[src/rtl/timer_disp_pkg.sv]
// Shared types and constants for the timer display driver.
package timer_disp_pkg;

  // Display mode as presented on the mode input.
  typedef enum logic [1:0] {
    ModeNormal  = 2'd0,
    ModeEditSec = 2'd1,
    ModeEditMin = 2'd2,
    ModeDone    = 2'd3
  } mode_e;

  // Update pipeline: one decode state per digit, then a single commit.
  typedef enum logic [2:0] {
    StIdle   = 3'd0,
    StDec0   = 3'd1,
    StDec1   = 3'd2,
    StDec2   = 3'd3,
    StDec3   = 3'd4,
    StCommit = 3'd5
  } state_e;

  // Active-low segment patterns {g,f,e,d,c,b,a}.
  localparam logic [6:0] SEG_BLANK = 7'h7F;
  localparam logic [6:0] SEG_DASH  = 7'b0111111;

  // True when the mode blinks the given digit pair (hi = minutes pair).
  function automatic logic mode_blinks(input mode_e m, input logic hi);
    if (m == ModeDone) begin
      return 1'b1;
    end
    return hi ? (m == ModeEditMin) : (m == ModeEditSec);
  endfunction

endpackage

[src/rtl/bcd_to_7seg.sv]
// Combinational BCD to active-low 7-segment decoder; codes above 9 show a dash.
module bcd_to_7seg
  import timer_disp_pkg::*;
(
  input  logic [3:0] bcd,
  output logic [6:0] seg
);

  // Standard digit patterns, dash for non-decimal codes.
  always_comb begin
    seg = SEG_DASH;
    case (bcd)
      4'd0:    seg = 7'b1000000;
      4'd1:    seg = 7'b1111001;
      4'd2:    seg = 7'b0100100;
      4'd3:    seg = 7'b0110000;
      4'd4:    seg = 7'b0011001;
      4'd5:    seg = 7'b0010010;
      4'd6:    seg = 7'b0000010;
      4'd7:    seg = 7'b1111000;
      4'd8:    seg = 7'b0000000;
      4'd9:    seg = 7'b0010000;
      default: seg = SEG_DASH;
    endcase
  end

endmodule

[src/rtl/timer_disp_drv.sv]
// Four-digit timer display driver: accepts a BCD update, decodes one digit per
// cycle through a shared decoder into shadow registers, commits all four digits
// at once, and blinks the digits under edit.
// Optional build macro TIMER_DISP_LZB_EN blanks HEX3 when the tens-of-minutes
// digit is zero.
module timer_disp_drv
  import timer_disp_pkg::*;
#(
  parameter int unsigned BLINK_DIV = 25000000
) (
  input  logic        clock,
  input  logic        reset,
  input  logic        upd_valid,
  output logic        upd_ready,
  input  logic [15:0] digits,
  input  logic [1:0]  mode,
  output logic [6:0]  HEX0,
  output logic [6:0]  HEX1,
  output logic [6:0]  HEX2,
  output logic [6:0]  HEX3
);

  localparam int unsigned CntW = (BLINK_DIV > 2) ? $clog2(BLINK_DIV) : 1;
  localparam logic [CntW-1:0] CntMax = CntW'(BLINK_DIV - 1);

  state_e          state_q, state_d;
  logic [15:0]     digits_q;
  mode_e           pend_mode_q;
  mode_e           mode_q;
  logic [6:0]      shadow_q [4];
  logic [6:0]      hex_q    [4];
  logic [CntW-1:0] cnt_q, cnt_d;
  logic            phase_q, phase_d;
  logic            accept;
  logic            commit;
  logic            mode_change;
  logic [3:0]      dec_bcd;
  logic [6:0]      dec_seg;
  logic            blank_lo, blank_hi;

  // Handshake and update pipeline sequencing.
  always_comb begin
    state_d   = state_q;
    upd_ready = (state_q == StIdle);
    accept    = upd_valid && upd_ready;
    unique case (state_q)
      StIdle:   if (accept) state_d = StDec0;
      StDec0:   state_d = StDec1;
      StDec1:   state_d = StDec2;
      StDec2:   state_d = StDec3;
      StDec3:   state_d = StCommit;
      StCommit: state_d = StIdle;
      default:  state_d = StIdle;
    endcase
  end

  // State register.
  always_ff @(posedge clock or negedge reset) begin
    if (!reset) begin
      state_q <= StIdle;
    end else begin
      state_q <= state_d;
    end
  end

  // Select the digit for the shared decoder: DEC0 is onesSec, DEC3 is tensMin.
  always_comb begin
    dec_bcd = digits_q[3:0];
    case (state_q)
      StDec1:  dec_bcd = digits_q[7:4];
      StDec2:  dec_bcd = digits_q[11:8];
      StDec3:  dec_bcd = digits_q[15:12];
      default: dec_bcd = digits_q[3:0];
    endcase
  end

  bcd_to_7seg u_dec (
    .bcd (dec_bcd),
    .seg (dec_seg)
  );

  assign commit      = (state_q == StCommit);
  assign mode_change = commit && (pend_mode_q != mode_q);

  // Update capture, shadow fill and commit of visible digits and mode.
  always_ff @(posedge clock or negedge reset) begin
    if (!reset) begin
      digits_q    <= 16'h0000;
      pend_mode_q <= ModeNormal;
      mode_q      <= ModeNormal;
      for (int i = 0; i < 4; i++) begin
        shadow_q[i] <= SEG_BLANK;
        hex_q[i]    <= SEG_BLANK;
      end
    end else begin
      if (accept) begin
        digits_q    <= digits;
        pend_mode_q <= mode_e'(mode);
      end
      case (state_q)
        StDec0:  shadow_q[0] <= dec_seg;
        StDec1:  shadow_q[1] <= dec_seg;
        StDec2:  shadow_q[2] <= dec_seg;
        StDec3:  shadow_q[3] <= dec_seg;
        default: ;
      endcase
      if (commit) begin
        hex_q  <= shadow_q;
        mode_q <= pend_mode_q;
      end
    end
  end

  // Blink timebase; a mode change at commit restarts it visible, overriding a wrap.
  always_comb begin
    cnt_d   = cnt_q + CntW'(1);
    phase_d = phase_q;
    if (mode_change) begin
      cnt_d   = '0;
      phase_d = 1'b1;
    end else if (cnt_q == CntMax) begin
      cnt_d   = '0;
      phase_d = ~phase_q;
    end
  end

  // Blink counter and phase registers.
  always_ff @(posedge clock or negedge reset) begin
    if (!reset) begin
      cnt_q   <= '0;
      phase_q <= 1'b1;
    end else begin
      cnt_q   <= cnt_d;
      phase_q <= phase_d;
    end
  end

  assign blank_lo = !phase_q && mode_blinks(mode_q, 1'b0);
  assign blank_hi = !phase_q && mode_blinks(mode_q, 1'b1);

`ifdef TIMER_DISP_LZB_EN
  logic [3:0] tens_q;

  // Committed tens-of-minutes value for leading-zero blanking.
  always_ff @(posedge clock or negedge reset) begin
    if (!reset) begin
      tens_q <= 4'h0;
    end else if (commit) begin
      tens_q <= digits_q[15:12];
    end
  end

  // Output blanking over the stored patterns, tens zero always blank.
  always_comb begin
    HEX0 = blank_lo ? SEG_BLANK : hex_q[0];
    HEX1 = blank_lo ? SEG_BLANK : hex_q[1];
    HEX2 = blank_hi ? SEG_BLANK : hex_q[2];
    HEX3 = (blank_hi || (tens_q == 4'h0)) ? SEG_BLANK : hex_q[3];
  end
`else
  // Output blanking over the stored patterns.
  always_comb begin
    HEX0 = blank_lo ? SEG_BLANK : hex_q[0];
    HEX1 = blank_lo ? SEG_BLANK : hex_q[1];
    HEX2 = blank_hi ? SEG_BLANK : hex_q[2];
    HEX3 = blank_hi ? SEG_BLANK : hex_q[3];
  end
`endif

endmodule
[config.mk]
export PLATFORM = sky130hd
export DESIGN_NAME = timer_disp_drv
export DESIGN_NICKNAME = d
export VERILOG_FILES = /design/src/rtl/timer_disp_pkg.sv /design/src/rtl/bcd_to_7seg.sv /design/src/rtl/timer_disp_drv.sv
export SDC_FILE = /design/constraint.sdc
export NUM_CORES = 1
export LEC_CHECK = 0
export CORE_ASPECT_RATIO = 0.8
export CORE_UTILIZATION = 45
export DETAILED_ROUTE_END_ITERATION = 12
export PLACE_DENSITY = 0.63
export SYNTH_ARGS = -nofsm -noshare
export SYNTH_HDL_FRONTEND = slang
export SYNTH_HIERARCHICAL = 1
export SYNTH_SLANG_ARGS = --single-unit
[constraint.sdc]
create_clock -name clock -period 3.5 [get_ports clock]
set_input_delay 0.35 -clock clock [delete_from_list [all_inputs] [get_ports clock]]
set_output_delay 0.35 -clock clock [all_outputs]
set_load 0.01 [all_outputs]
## After elaboration in Yosys (flattened, before gate mapping)

Memories as Yosys holds them, arrays and structs flattened.
Index checks and enable logic that the tools add are counted.

| storage, ports and cells | value |
|---|---|
| ROM bits | 112 |
| memories kept | 1 |
| register bits after elaboration | 105 |
| word-level logic and storage cells | 50 |
| output and inout bits | 29 |

| operators by class | value |
|---|---|
| equality and inequality tests | 11 |
| bitwise operators | 1 |
| mux-type cells | 15 |
| reduce and logical (&&, ||, !) cells | 7 |
| add/sub/neg operators | 1 |

Memories:

| name | depth | bits a word | rd ports | clocked after Yosys merged registers in | write ports | line | RTL |
|---|---|---|---|---|---|---|---|
| (no name shown) | 16 | 7 | 1 | 0 | 0 | bcd_to_7seg.sv:12 | `case (bcd)` |

Operators by type and width:

| operator | number |
|---|---|
| two-way mux 25 bit | 2 |
| two-way mux 7 bit | 4 |
| adder 25 x 1 -> 25 bit (second input constant) | 1 |
| equality test 25 bit (second input constant) | 1 |
| one-hot mux 3 bit (5 select lines) | 1 |
| one-hot mux 4 bit (3 select lines) | 1 |
| equality test 3 x 2 -> 1 bit (second input constant) | 2 |
| equality test 3 bit (second input constant) | 2 |
| two-way mux 1 bit | 6 |
| equality test 2 bit (second input constant) | 2 |
| logical AND 1 bit | 4 |
| equality test 3 x 1 -> 1 bit (second input constant) | 1 |
| zero test 3 bit | 1 |
| two-way mux 3 bit | 1 |
| equality test 2 x 1 -> 1 bit (second input constant) | 1 |
| inequality test 2 x 1 -> 1 bit (second input constant) | 1 |
| inequality test 2 bit | 1 |
| nonzero test 2 bit | 1 |
| zero test 1 bit | 1 |
| NOT 1 bit | 1 |

## Depth between registers and ports, before layout

Gate-level depths: netlist of the first run.

| depth | value |
|---|---|
| depth after elaboration | 5 |
| mapped depth | 10 |

## Cells and area by module

Netlist of the first run, hierarchy kept.

Modules (own cells, without submodules):

| module | area an instance (um2) | seq. area each (um2) | cells an instance | instances |
|---|---|---|---|---|
| timer_disp_drv | 4727.0 | 2698.8 | 370 | 1 |
| bcd_to_7seg | 240.2 | 0.0 | 31 | 1 |

## Worst setup path after synthesis of the first run

Ideal clock, no wire load.

| path | value |
|---|---|
| kind | register to register |
| from | register state_q[0] |
| to | register shadow_q[19] (netlist name) |
| arrival time | 2.580 ns |
| buffers on the path | 1 |
| period minus slack after synthesis | 2.641 ns |
| path slack | 0.859 ns |
| setup time | 0.061 ns |
| data required time | 3.439 ns |
| stages on the path, launching flop included | 11 |
| cells stage by stage | dfrtp_1 clkbuf_1 mux2i_1 nand2_1 o21ai_0 o21ai_0 inv_1 ha_1 and2b_4 o31ai_1 mux2_2 |

| between the ends | value |
|---|---|
| word-level cells in the longest chain between the ends | 3 |
| elaborated cells between the ends (all ways) | 5 |
| classes of those cells | 3 x eq/ne; 1 x mux; 1 x memory |

Ends and longest elaborated chain:

| what | line | RTL |
|---|---|---|
| start, declared | timer_disp_drv.sv:26 | `state_e state_q, state_d;` |
| start signal, assigned | timer_disp_drv.sv:60 | `state_q <= StIdle;` |
| start signal, assigned | timer_disp_drv.sv:62 | `state_q <= state_d;` |
| equality test 3 bit / equality test 3 x 2 -> 1 bit (equally long branches) | timer_disp_drv.sv:69 | `case (state_q)` |
| one-hot mux 4 bit (3 select lines) * | timer_disp_drv.sv:69 |  |
| net dec_bcd[1] | timer_disp_drv.sv:37 | `logic [3:0] dec_bcd;` |
| memory read (16 x 7 bit) * | n/a |  |
| net dec_seg[5] | timer_disp_drv.sv:38 | `logic [6:0] dec_seg;` |
| end, declared | timer_disp_drv.sv:30 | `logic [6:0] shadow_q [4];` |

Mark *: on every way through the listed nets, which the timed path passes. The rest lies on a longest branch.
A chain may end at the register's enable or synchronous reset.

## Final worst setup path of the first run

| path | value |
|---|---|
| from | register state_q[0] |
| to | register shadow_q[5] (netlist name) |

Same word-level chain as after synthesis.

==> results of run 1 <==
==> critical path: stages, from the launching register on <==
cell and delay (ps):
dfrtp_1 680, mux2i_1 170, nand2_1 90, o21ai_0 80, o21ai_0 480, inv_1 170, ha_1 250, and2b_4 160
o31ai_1 500, mux2_2 280
==> final cells by class <==
cell class	instances	share of cell area [%]
clock buffer	10	4.07
inverter	8	0.511
clock inverter	6	1.13
timing repair buffer	54	8.94
multi-input combinational	269	36.5
tap	140	2.98
sequential	105	45.9
==> sequential cells by signal (all words and copies together) (netlist names) <==
name	count
cnt_q	25
digits_q	16
hex_q	28
mode_q	2
pend_mode_q	2
phase_q	1
shadow_q	28
state_q	3
==> power breakdown <==
part | total (mW) | internal, mW | leakage, nW | switching, mW
clock | 1.02 | 0.576 | 0.149 | 0.443
combinational | 2.35 | 1.28 | 1.04 | 1.08
sequential | 2.29 | 1.94 | 1.21 | 0.357
==> metal layers <==
layer / track usage, % / vias up / part of all wire, % / routed length, um
met5: 0 / - / 0 / 0
met2: 27.8 / 43 / 44 / 4250
met1: 27.1 / 1623 / 52 / 4990
met3: 4.62 / 7 / 3.6 / 352
li1: - / 1508 / - / -
met4: 6.88 / 0 / 0.94 / 91
==> stage by stage <==
stage               utilization, %  hold slack [ps]  power, mW  std cells
CTS                           56.0              190       5.72        592
global placement              53.1              448       4.62        576
finish                        56.0              139       5.66        592
global route                  56.0              204       6.08        592
floorplan                        -             54.4       3.80        401
detailed placement            53.1              455       4.66        576
==> worst max-delay path by stage <==
stage,cells after the start,endpoint,startpoint
CTS,9,shadow_q[5],state_q[0]
global placement,9,shadow_q[19],state_q[0]
global route,9,shadow_q[5],state_q[0]
floorplan,10,shadow_q[19],state_q[0]
finish,9,shadow_q[5],state_q[0]
detailed placement,9,shadow_q[19],state_q[0]
==> kinds of logic after synthesis <==
kind of cell | count (synthesis) | share of synthesized area, %
AND/OR/NAND/NOR | 124 | 15.1
adder cells (fa/ha/maj) | 6 | 1.51
multiplexers | 81 | 18.2
flip-flops | 105 | 54.3
buffers and inverters | 27 | 2.62
AO/OA/AOI/OAI | 42 | 5.39
XOR/XNOR | 16 | 2.82
==> cells in the final DEF, fill, tap and decap left out, drive strengths merged, types with 3 or more instances in the layout <==
| master | instances |
|---|---|
| mux2 | 76 |
| dfstp | 57 |
| dfrtp | 48 |
| clkdlybuf4s50 | 48 |
| nand2b | 31 |
| nor2 | 20 |
| nand2 | 14 |
| xnor2 | 13 |
| o21ai | 12 |
| a21oi | 11 |
| clkbuf | 10 |
| or3 | 9 |
| o31ai | 9 |
| inv | 9 |
| nand3 | 8 |
| or4 | 7 |
| ha | 6 |
| buf | 6 |
| nand4 | 6 |
| mux2i | 5 |
| nor3 | 5 |
| nor4 | 5 |
| o211ai | 4 |
| xor2 | 3 |
| nor3b | 3 |
| clkinv | 3 |
==> metrics.txt, run 1 <==
most common cell in the netlist mux2_2; worst path required time between 3000 and 4000 ps; filler cell count 889; RSZ-0062 raised after global routing false; Mapped Nets around 430; Max Clock Freq approximately 340 MHz; Synth Register Bits approximately 110; Initial Utilization about 47%; pin count of the biggest net entering global routing 77; Final nets 474; DP Area about 5600 um^2; root buffer cell clkbuf_16; PortBufs between 40 and 50; worst min path class in2async; Yosys top cell by area dfstp_2; Reg area approximately 2700 um^2; drt first-iter violations between 100 and 150; register area share after synthesis roughly 54%; Slew Limit Fails 0; # rows 33; share of cells above drive strength 1 between 30% and 40%; Syn Area/Cell 12.4 um^2; critical path class reg2reg; die height roughly 96 um; # Post-CTS Setup Buffers 0; Post-Syn Instances 401; RR Endpoint shadow_q[5]; Ys Warns 6; cts repair resizes 0; CP max FO 15; dpl ws 669 ps; vias in the first global route between 3000 and 4000; Max rail drop VDD ~0.45 mV; Arr. time, crit path between 3000 and 4000 ps; # diodes 0; number of flops mapped to enable cells by yosys 0; FF-to-FF setup slack around 600 ps; gpl congestion 0.816; crit path launch type flip-flop; prevailing post-synth register cell dfstp_2; post-synth top area share between 30 and 40%; drt drc 0; Tot GR Track Use between 10% and 20%; DR WL/cell about 16 um; clk_lat worst skew between 300 and 400 ps; R2R Path Start state_q[0]; Routed Antenna Nets 0; Worst R2R Path Depth 9; final hold viol count 0; Clock Skews between 10 and 15 ps; crit path capture type flip-flop; Slew @ Worst Pin 941 ps; final setup violation count 0; setup TNS 0 ps; hold_buf cts 0; Post-DP HPWL approximately 6400 um; vias per cell 5.37; cell area after synthesis 4970 um^2; Synth area leaders dfstp_2 30%, dfrtp_1 24%, mux2_2 17%, nand2b_1 3.9%, xnor2_1 2.3%; final WL 9690 um; ys async rst share between 90% and 100%; grt total ovfl 0; Bufs on Longest Clock Path 2; outcome completed; Core Box Area 10500 um^2; vias after detailed routing around 3200; area of the multi-input gates ~2100 um^2; I/O Pins 50; CTS tree yes; Clk pin slew, worst setup/hold paths about 70 ps; Cell variety after synth 48; Die Wd between 100 and 150 um; most frequent cells after synthesis 76 x mux2_2, 57 x dfstp_2, 48 x dfrtp_1; # clock sinks 105; Final WS setup approximately 590 ps; Tcrit/Tclk final 83.0%; drt first pass iters 4; Slew HR 37.3%; Max-Cap Viols 0; Num CTS Buffers 9; first-pass GRT wire length 16400 um; full die area roughly 11000 um^2; H-tree levels 3; minimum clock period between 2000 and 3000 ps; static leakage 2.39 nW; final instance area ~5900 um^2; Area Growth Syn to Fin 18.3%; pwr/cell area about 960 nW/um^2; initial antenna violation count 0
(Power assumes the default switching activity.)
==> run 2, diff against run 1 <==
--- a/config.mk
+++ b/config.mk
@@ -8,7 +8,7 @@
 export CORE_ASPECT_RATIO = 0.8
 export CORE_UTILIZATION = 45
 export DETAILED_ROUTE_END_ITERATION = 12
-export PLACE_DENSITY = 0.63
+export PLACE_DENSITY = 0.66
 export SYNTH_ARGS = -nofsm -noshare
 export SYNTH_HDL_FRONTEND = slang
 export SYNTH_HIERARCHICAL = 1
==> constraint.sdc (replaced) <==
create_clock -name clock -period 2.5 [get_ports clock]
set_input_delay 0.25 -clock clock [delete_from_list [all_inputs] [get_ports clock]]
set_output_delay 0.25 -clock clock [all_outputs]
set_load 0.01 [all_outputs]
==> metrics.txt, run 2 (synthesis gave the netlist of run 1 again) <==
grt total ovfl 0 (unchanged); fin util 57.1% (+1.1 points); dpl ws 52.6 ps (-617 ps); Max rail drop VDD 0.549 mV (+22%); most frequent cells in the layout 76 x mux2_2, 57 x dfstp_2, 48 x dfrtp_1, 48 x clkdlybuf4s50_1, 31 x nand2b_1; static leakage 2.46 nW (+2.9%); crit path launch type flip-flop; Core Box Area 10500 um^2 (unchanged); biggest regs hex_q (28), shadow_q (28), cnt_q (25); worst min path class in2async; pin count of the biggest net entering global routing 53 (-31%); # rows 33 (unchanged); Routed Antenna Nets 0 (unchanged); final setup violation count 0 (unchanged); first-pass GRT wire length 16500 um (+0.71%); Slew @ Worst Pin 649 ps (-292 ps); Clk pin slew, worst setup/hold paths 70 ps (about the same); vias after detailed routing 3191 (+0.31%); Tot GR Track Use 18.8% (-0.064 points); pwr/cell area 1350 nW/um^2 (+40%); Num CTS Buffers 9 (unchanged); Sw Pwr 2.62 mW (+40%); CP Cell Sequence nand2b_1 -> nand2b_1 -> clkdlybuf4s50_1; combinational group share of total power 42.5% (+1.0 points); filler cell count 908 (+2.1%); full die area 11500 um^2 (unchanged); clk_lat worst skew 350 ps (about the same); minimum clock period 2280 ps; outcome completed; root buffer cell clkbuf_16; Reg area 2700 um^2 (unchanged); Max-Cap Viols 0 (unchanged); Die Wd 119 um (unchanged); Slew Limit Fails 0 (unchanged); Slew HR 56.5% (+19 points); Arr. time, crit path 2030 ps (-1160 ps); final WL 9780 um (+0.90%); Clock Skews 3.95 ps (-7.37 ps); Initial Utilization 47.4% (unchanged); Tcrit/Tclk final between 90% and 100%; share of cells above drive strength 1 39.0% (+1.6 points); Bufs on Longest Clock Path 2 (unchanged); initial antenna violation count 0 (unchanged); drt drc 0 (unchanged); H-tree levels 3 (unchanged); Crit path buffers/inverters 1 (unchanged); Final nets 486 (+2.5%); gpl congestion 0.810 (-0.70%); Net Sw Frac 32.5% (-0.61 points); Finished Layout Cells 604 (+2.0%); Final WS setup 220 ps (-374 ps); P_int 5.44 mW (+44%); drt first-iter violations 127 (-11%); RSZ-0062 raised after global routing false; worst path required time 2250 ps (-1530 ps); part of the power in registers 39.7% (-0.8 points); DR WL/cell 16.2 um (-1.1%); # diodes 0 (unchanged); die height 96.0 um (unchanged); # clock sinks 105 (unchanged); vias in the first global route 3248 (+2.2%); area of the multi-input gates 2150 um^2 (+0.23%); Post-DP HPWL 6810 um (+6.0%); Max Clock Freq 439 MHz; Worst path max stage delay 550 ps (-130 ps); drt first pass iters 4 (unchanged); crit path max-delay cell type dfstp_2; Inst Count DP 587 (+1.9%); Crit path max-delay family simple AND/OR/NAND/NOR gates; commonest non-fill, non-tap cell in the layout mux2_2; I/O Pins 50 (unchanged); setup TNS 0 ps (unchanged); PortBufs 49 (unchanged); CP max FO 14 (-1); CTS tree yes; crit-path most repeated cell nand2b_1; clock share of power 17.7% (-0.3 points); Area Growth Syn to Fin 20.7%; final hold viol count 0 (unchanged); crit path capture type output port; vias per cell 5.28 (-1.7%); critical path class reg2out
==> run 2: cell count changes in the layout (fill, tap and decap cells not counted), sizes merged <==
| cell | change |
|---|---|
| clkinv | -2 |
| clkbuf | +3 |
| dlygate4sd3 | +1 |
| bufinv | -1 |
| buf | +11 |
==> run 2: timing repair <==
item | in CTS | in global routing
setup endpoints to repair | 0 | 26
resized for setup | 0 | 3
hold buffers | 1 | 0
hold endpoints to repair | 30 | 0
buffers inserted | 0 | 0
==> run 2: worst reg2reg max path, cell delays in order, from the launching register on <==
cell	delay (ps)
dfrtp_1	540
mux2i_1	140
nand2_1	80
o21ai_0	70
o21ai_1	530
inv_1	160
a22oi_1	410
mux2_2	250
==> run 2: worst paths after layout <==
path,start,endpoint,slack (ps),cells after the start
setup reg to reg,state_q[0],shadow_q[14],250,7
hold reg to reg,cnt_q[0],cnt_q[0],460,1
hold / removal,reset,cnt_q[9],380,2
max in group asynchronous,reset,hex_q[6],1400,3
setup / recovery,phase_q,HEX0[1],220,3
min in group clock,cnt_q[0],cnt_q[0],460,1
==> run 2: per-layer routing <==
metal  GRT usage (%)  up-vias  part of all wire (%)
met5               0        -                     0
met4            6.35        0                   1.3
met3            4.56        7                   3.2
met2            29.7       46                    45
met1            25.7     1602                    50
li1                -     1536                     -
==> run 2: power groups by stage <==
stage / logic (mW) / clock network [mW] / registers [mW]
after global routing: 3.79 / 1.53 / 3.31
after floorplan: 2.33 / 0 / 2.98
final: 3.43 / 1.43 / 3.20
after detailed placement: 3.42 / 0 / 3.22
after global placement: 3.34 / 0 / 3.21
after CTS: 3.44 / 1.47 / 3.21
==> run 2: per-stage QoR <==
| step | hold WS (ps) | instance area, um^2 | power, mW |
|---|---|---|---|
| finish | 377 | 5990 | 8.06 |
| global route | 430 | 5990 | 8.63 |
| CTS | 391 | 5990 | 8.12 |
| detailed placement | 226 | 5670 | 6.64 |
| global placement | 225 | 5670 | 6.55 |
| floorplan | -45.6 | 4970 | 5.32 |
==> run 2: cell type report <==
cell class | instances | area share [%]
multi-input combinational | 269 | 35.8
timing repair buffer | 66 | 10.5
inverter | 8 | 0.501
tap | 140 | 2.92
sequential | 105 | 45.0
clock inverter | 3 | 0.313
clock buffer | 13 | 4.86
==> run 3, diff against run 2 <==
--- a/config.mk
+++ b/config.mk
@@ -6,9 +6,9 @@
 export NUM_CORES = 1
 export LEC_CHECK = 0
 export CORE_ASPECT_RATIO = 0.8
-export CORE_UTILIZATION = 45
+export CORE_UTILIZATION = 51
 export DETAILED_ROUTE_END_ITERATION = 12
-export PLACE_DENSITY = 0.66
+export PLACE_DENSITY = 0.74
 export SYNTH_ARGS = -nofsm -noshare
 export SYNTH_HDL_FRONTEND = slang
 export SYNTH_HIERARCHICAL = 1
==> constraint.sdc (replaced) <==
create_clock -name clock -period 1.87 [get_ports clock]
set_input_delay 0.187 -clock clock [delete_from_list [all_inputs] [get_ports clock]]
set_output_delay 0.187 -clock clock [all_outputs]
set_load 0.01 [all_outputs]
==> metrics.txt, run 3 (synthesis gave the netlist of run 1 again) <==
pin count of the biggest net entering global routing 39 (-26%); Final WS setup -335 ps (-555 ps); static leakage 2.93 nW (+19%); Sw Pwr 4.41 mW (+68%); failing checks design-rule violations, negative setup slack; gpl congestion 0.786 (-3.0%); Post-DP HPWL 7120 um (+4.5%); root buffer cell clkbuf_16; first-pass GRT wire length 18400 um (+11%); final setup violation count 44 (+44); drt first pass iters 8 (+4); CTS tree yes; share of cells above drive strength 1 53.3% (+14 points); DR WL/cell 18.5 um (+14%); clk_lat worst skew 350 ps (about the same); Tcrit/Tclk final 118%; H-tree levels 3 (unchanged); Clock Skews 8.88 ps (+4.93 ps); Max Clock Freq 453 MHz; Pwr Total 12.7 mW (+58%); I/O Pins 50 (unchanged); Bufs on Longest Clock Path 2 (unchanged); # diodes 0 (unchanged); die height 90.3 um (-5.9%); minimum clock period about 2200 ps; drt drc 4 (+4); PortBufs 49 (unchanged); Tot GR Track Use 23.3% (+4.5 points); initial antenna violation count 0 (unchanged); Clk pin slew, worst setup/hold paths 70 ps (about the same); drt first-iter violations 192 (+51%); Num CTS Buffers 9 (unchanged); crit path launch type flip-flop; P_int 8.32 mW (+53%); crit path max-delay cell type dfrtp_2; outcome finished, violations left; final WL 11700 um (+19%); Routed Antenna Nets 0 (unchanged); clock share of power 14.9% (-2.8 points); most frequent cells in the layout 57 x dfstp_2, 48 x buf_4, 46 x dfrtp_1; crit path capture type flip-flop; vias in the first global route 3579 (+10%); final instance area 6730 um^2 (+12%); Die Wd 112 um (-6.0%); Worst path max stage delay 450 ps (-100 ps); RSZ-0062 raised after global routing true; commonest non-fill, non-tap cell in the layout dfstp_2; Slew HR 62.9% (+6.5 points); grt total ovfl 0 (unchanged); Slew @ Worst Pin 554 ps (-94.8 ps); vias per cell 5.56 (+5.3%); # clock sinks 105 (unchanged); DP Area 5950 um^2 (+5.1%); worst path required time 2140 ps (-110 ps); combinational group share of total power 51.6% (+9.1 points); biggest regs hex_q (28), shadow_q (28), cnt_q (25); worst min path class in2async; CP Cell Sequence buf_6 -> or3_1 -> o211ai_1 -> o21ai_4 -> buf_4 -> ha_4 -> nor3b_1 -> a21o_1 -> mux2_4; Crit path buffers/inverters 2 (+1); vias after detailed routing 3500 (+9.7%); Max-Cap Viols 0 (unchanged); Arr. time, crit path 2480 ps (+450 ps); Slew Limit Fails 0 (unchanged); Net Sw Frac 34.6% (+2.1 points); Final nets 536 (+10%); Initial Utilization 53.6% (+6.2 points); pwr/cell area 1890 nW/um^2 (+41%); full die area 10100 um^2 (-12%); Crit path max-delay family compound AO/OA/AOI/OAI gates; # rows 31 (-6.1%); part of the power in registers 33.5% (-6.2 points); Max rail drop VDD 0.946 mV (+72%); critical path class reg2reg; Area Growth Syn to Fin 35.5%; Core Box Area 9270 um^2 (-12%); final hold viol count 0 (unchanged); CP max FO 5 (-9)
## run 3: changes by cell type in the layout (fill, tap and decap cells not counted), moves of 6 or more
| cell | before | now |
|---|---|---|
| clkdlybuf4s50_1 | 48 | 19 |
| buf_4 | 16 | 48 |
| buf_6 | 0 | 14 |
| mux2_4 | 0 | 31 |
| mux2_2 | 76 | 45 |
| nor2_2 | 0 | 10 |
| dlygate4sd2_1 | 0 | 28 |
| ha_1 | 6 | 0 |
| nor2_1 | 20 | 8 |
## run 3: per-stage QoR
| step | hold WS [ps] | TNS [ps] | cells | utilization, % | worst slack [ps] |
|---|---|---|---|---|---|
| after floorplan | -109 | -3250 | 401 | - | -135 |
| after detailed placement | 200 | -8340 | 595 | 64.2 | -369 |
| after global routing | 405 | -11800 | 629 | 72.6 | -392 |
| after CTS | 384 | -5540 | 621 | 69.7 | -251 |
| final | 372 | -8670 | 629 | 72.6 | -335 |
| after global placement | 199 | -5750 | 595 | 64.2 | -305 |
## run 3: worst paths after layout
check,start,end,slack (ps),depth (start not counted)
worst min-delay path,reset,pend_mode_q[1],370,2
worst min register to register,digits_q[6],digits_q[6],520,1
min in group clock,digits[15],digits_q[15],460,2
max in group asynchronous,reset,shadow_q[16],860,3
worst max register to register,state_q[0],shadow_q[9],-340,9
worst max-delay path,state_q[0],shadow_q[9],-340,9
## run 3: per-layer routing
metal  GRT usage, %  part of all wire, %
met4           6.22                 0.96
met1           32.9                   47
met5              0                    0
met3           4.63                  3.1
met2           37.0                   49
## run 3: area by class of cell
| type | instances | area (um^2) |
|---|---|---|
| clock buffer | 10 | 229 |
| sequential | 105 | 2700 |
| timing repair buffer | 116 | 1060 |
| tap | 115 | 144 |
| inverter | 8 | 30.0 |
| fill | 615 | 2540 |
| clock inverter | 6 | 66.3 |
| multi-input combinational | 269 | 2500 |
## run 3: what timing repair did
| action | in CTS | in global routing |
|---|---|---|
| hold buffers | 1 | 0 |
| cloned | 3 | 2 |
| setup buffers | 8 | 6 |
| resized for setup | 78 | 53 |
| pin swaps | 11 | 11 |
| setup endpoints to repair | 57 | 87 |
| hold endpoints to repair | 25 | 0 |
## run 3: power by group through the flow
stage               Sequential (mW)  Clock, mW  Combinational (mW)
finish                         4.27       1.90                6.56
global route                   4.38       2.03                7.01
CTS                            4.23       1.93                5.95
detailed placement             4.24          0                5.48
global placement               4.21          0                5.30
floorplan                      3.99          0                3.36
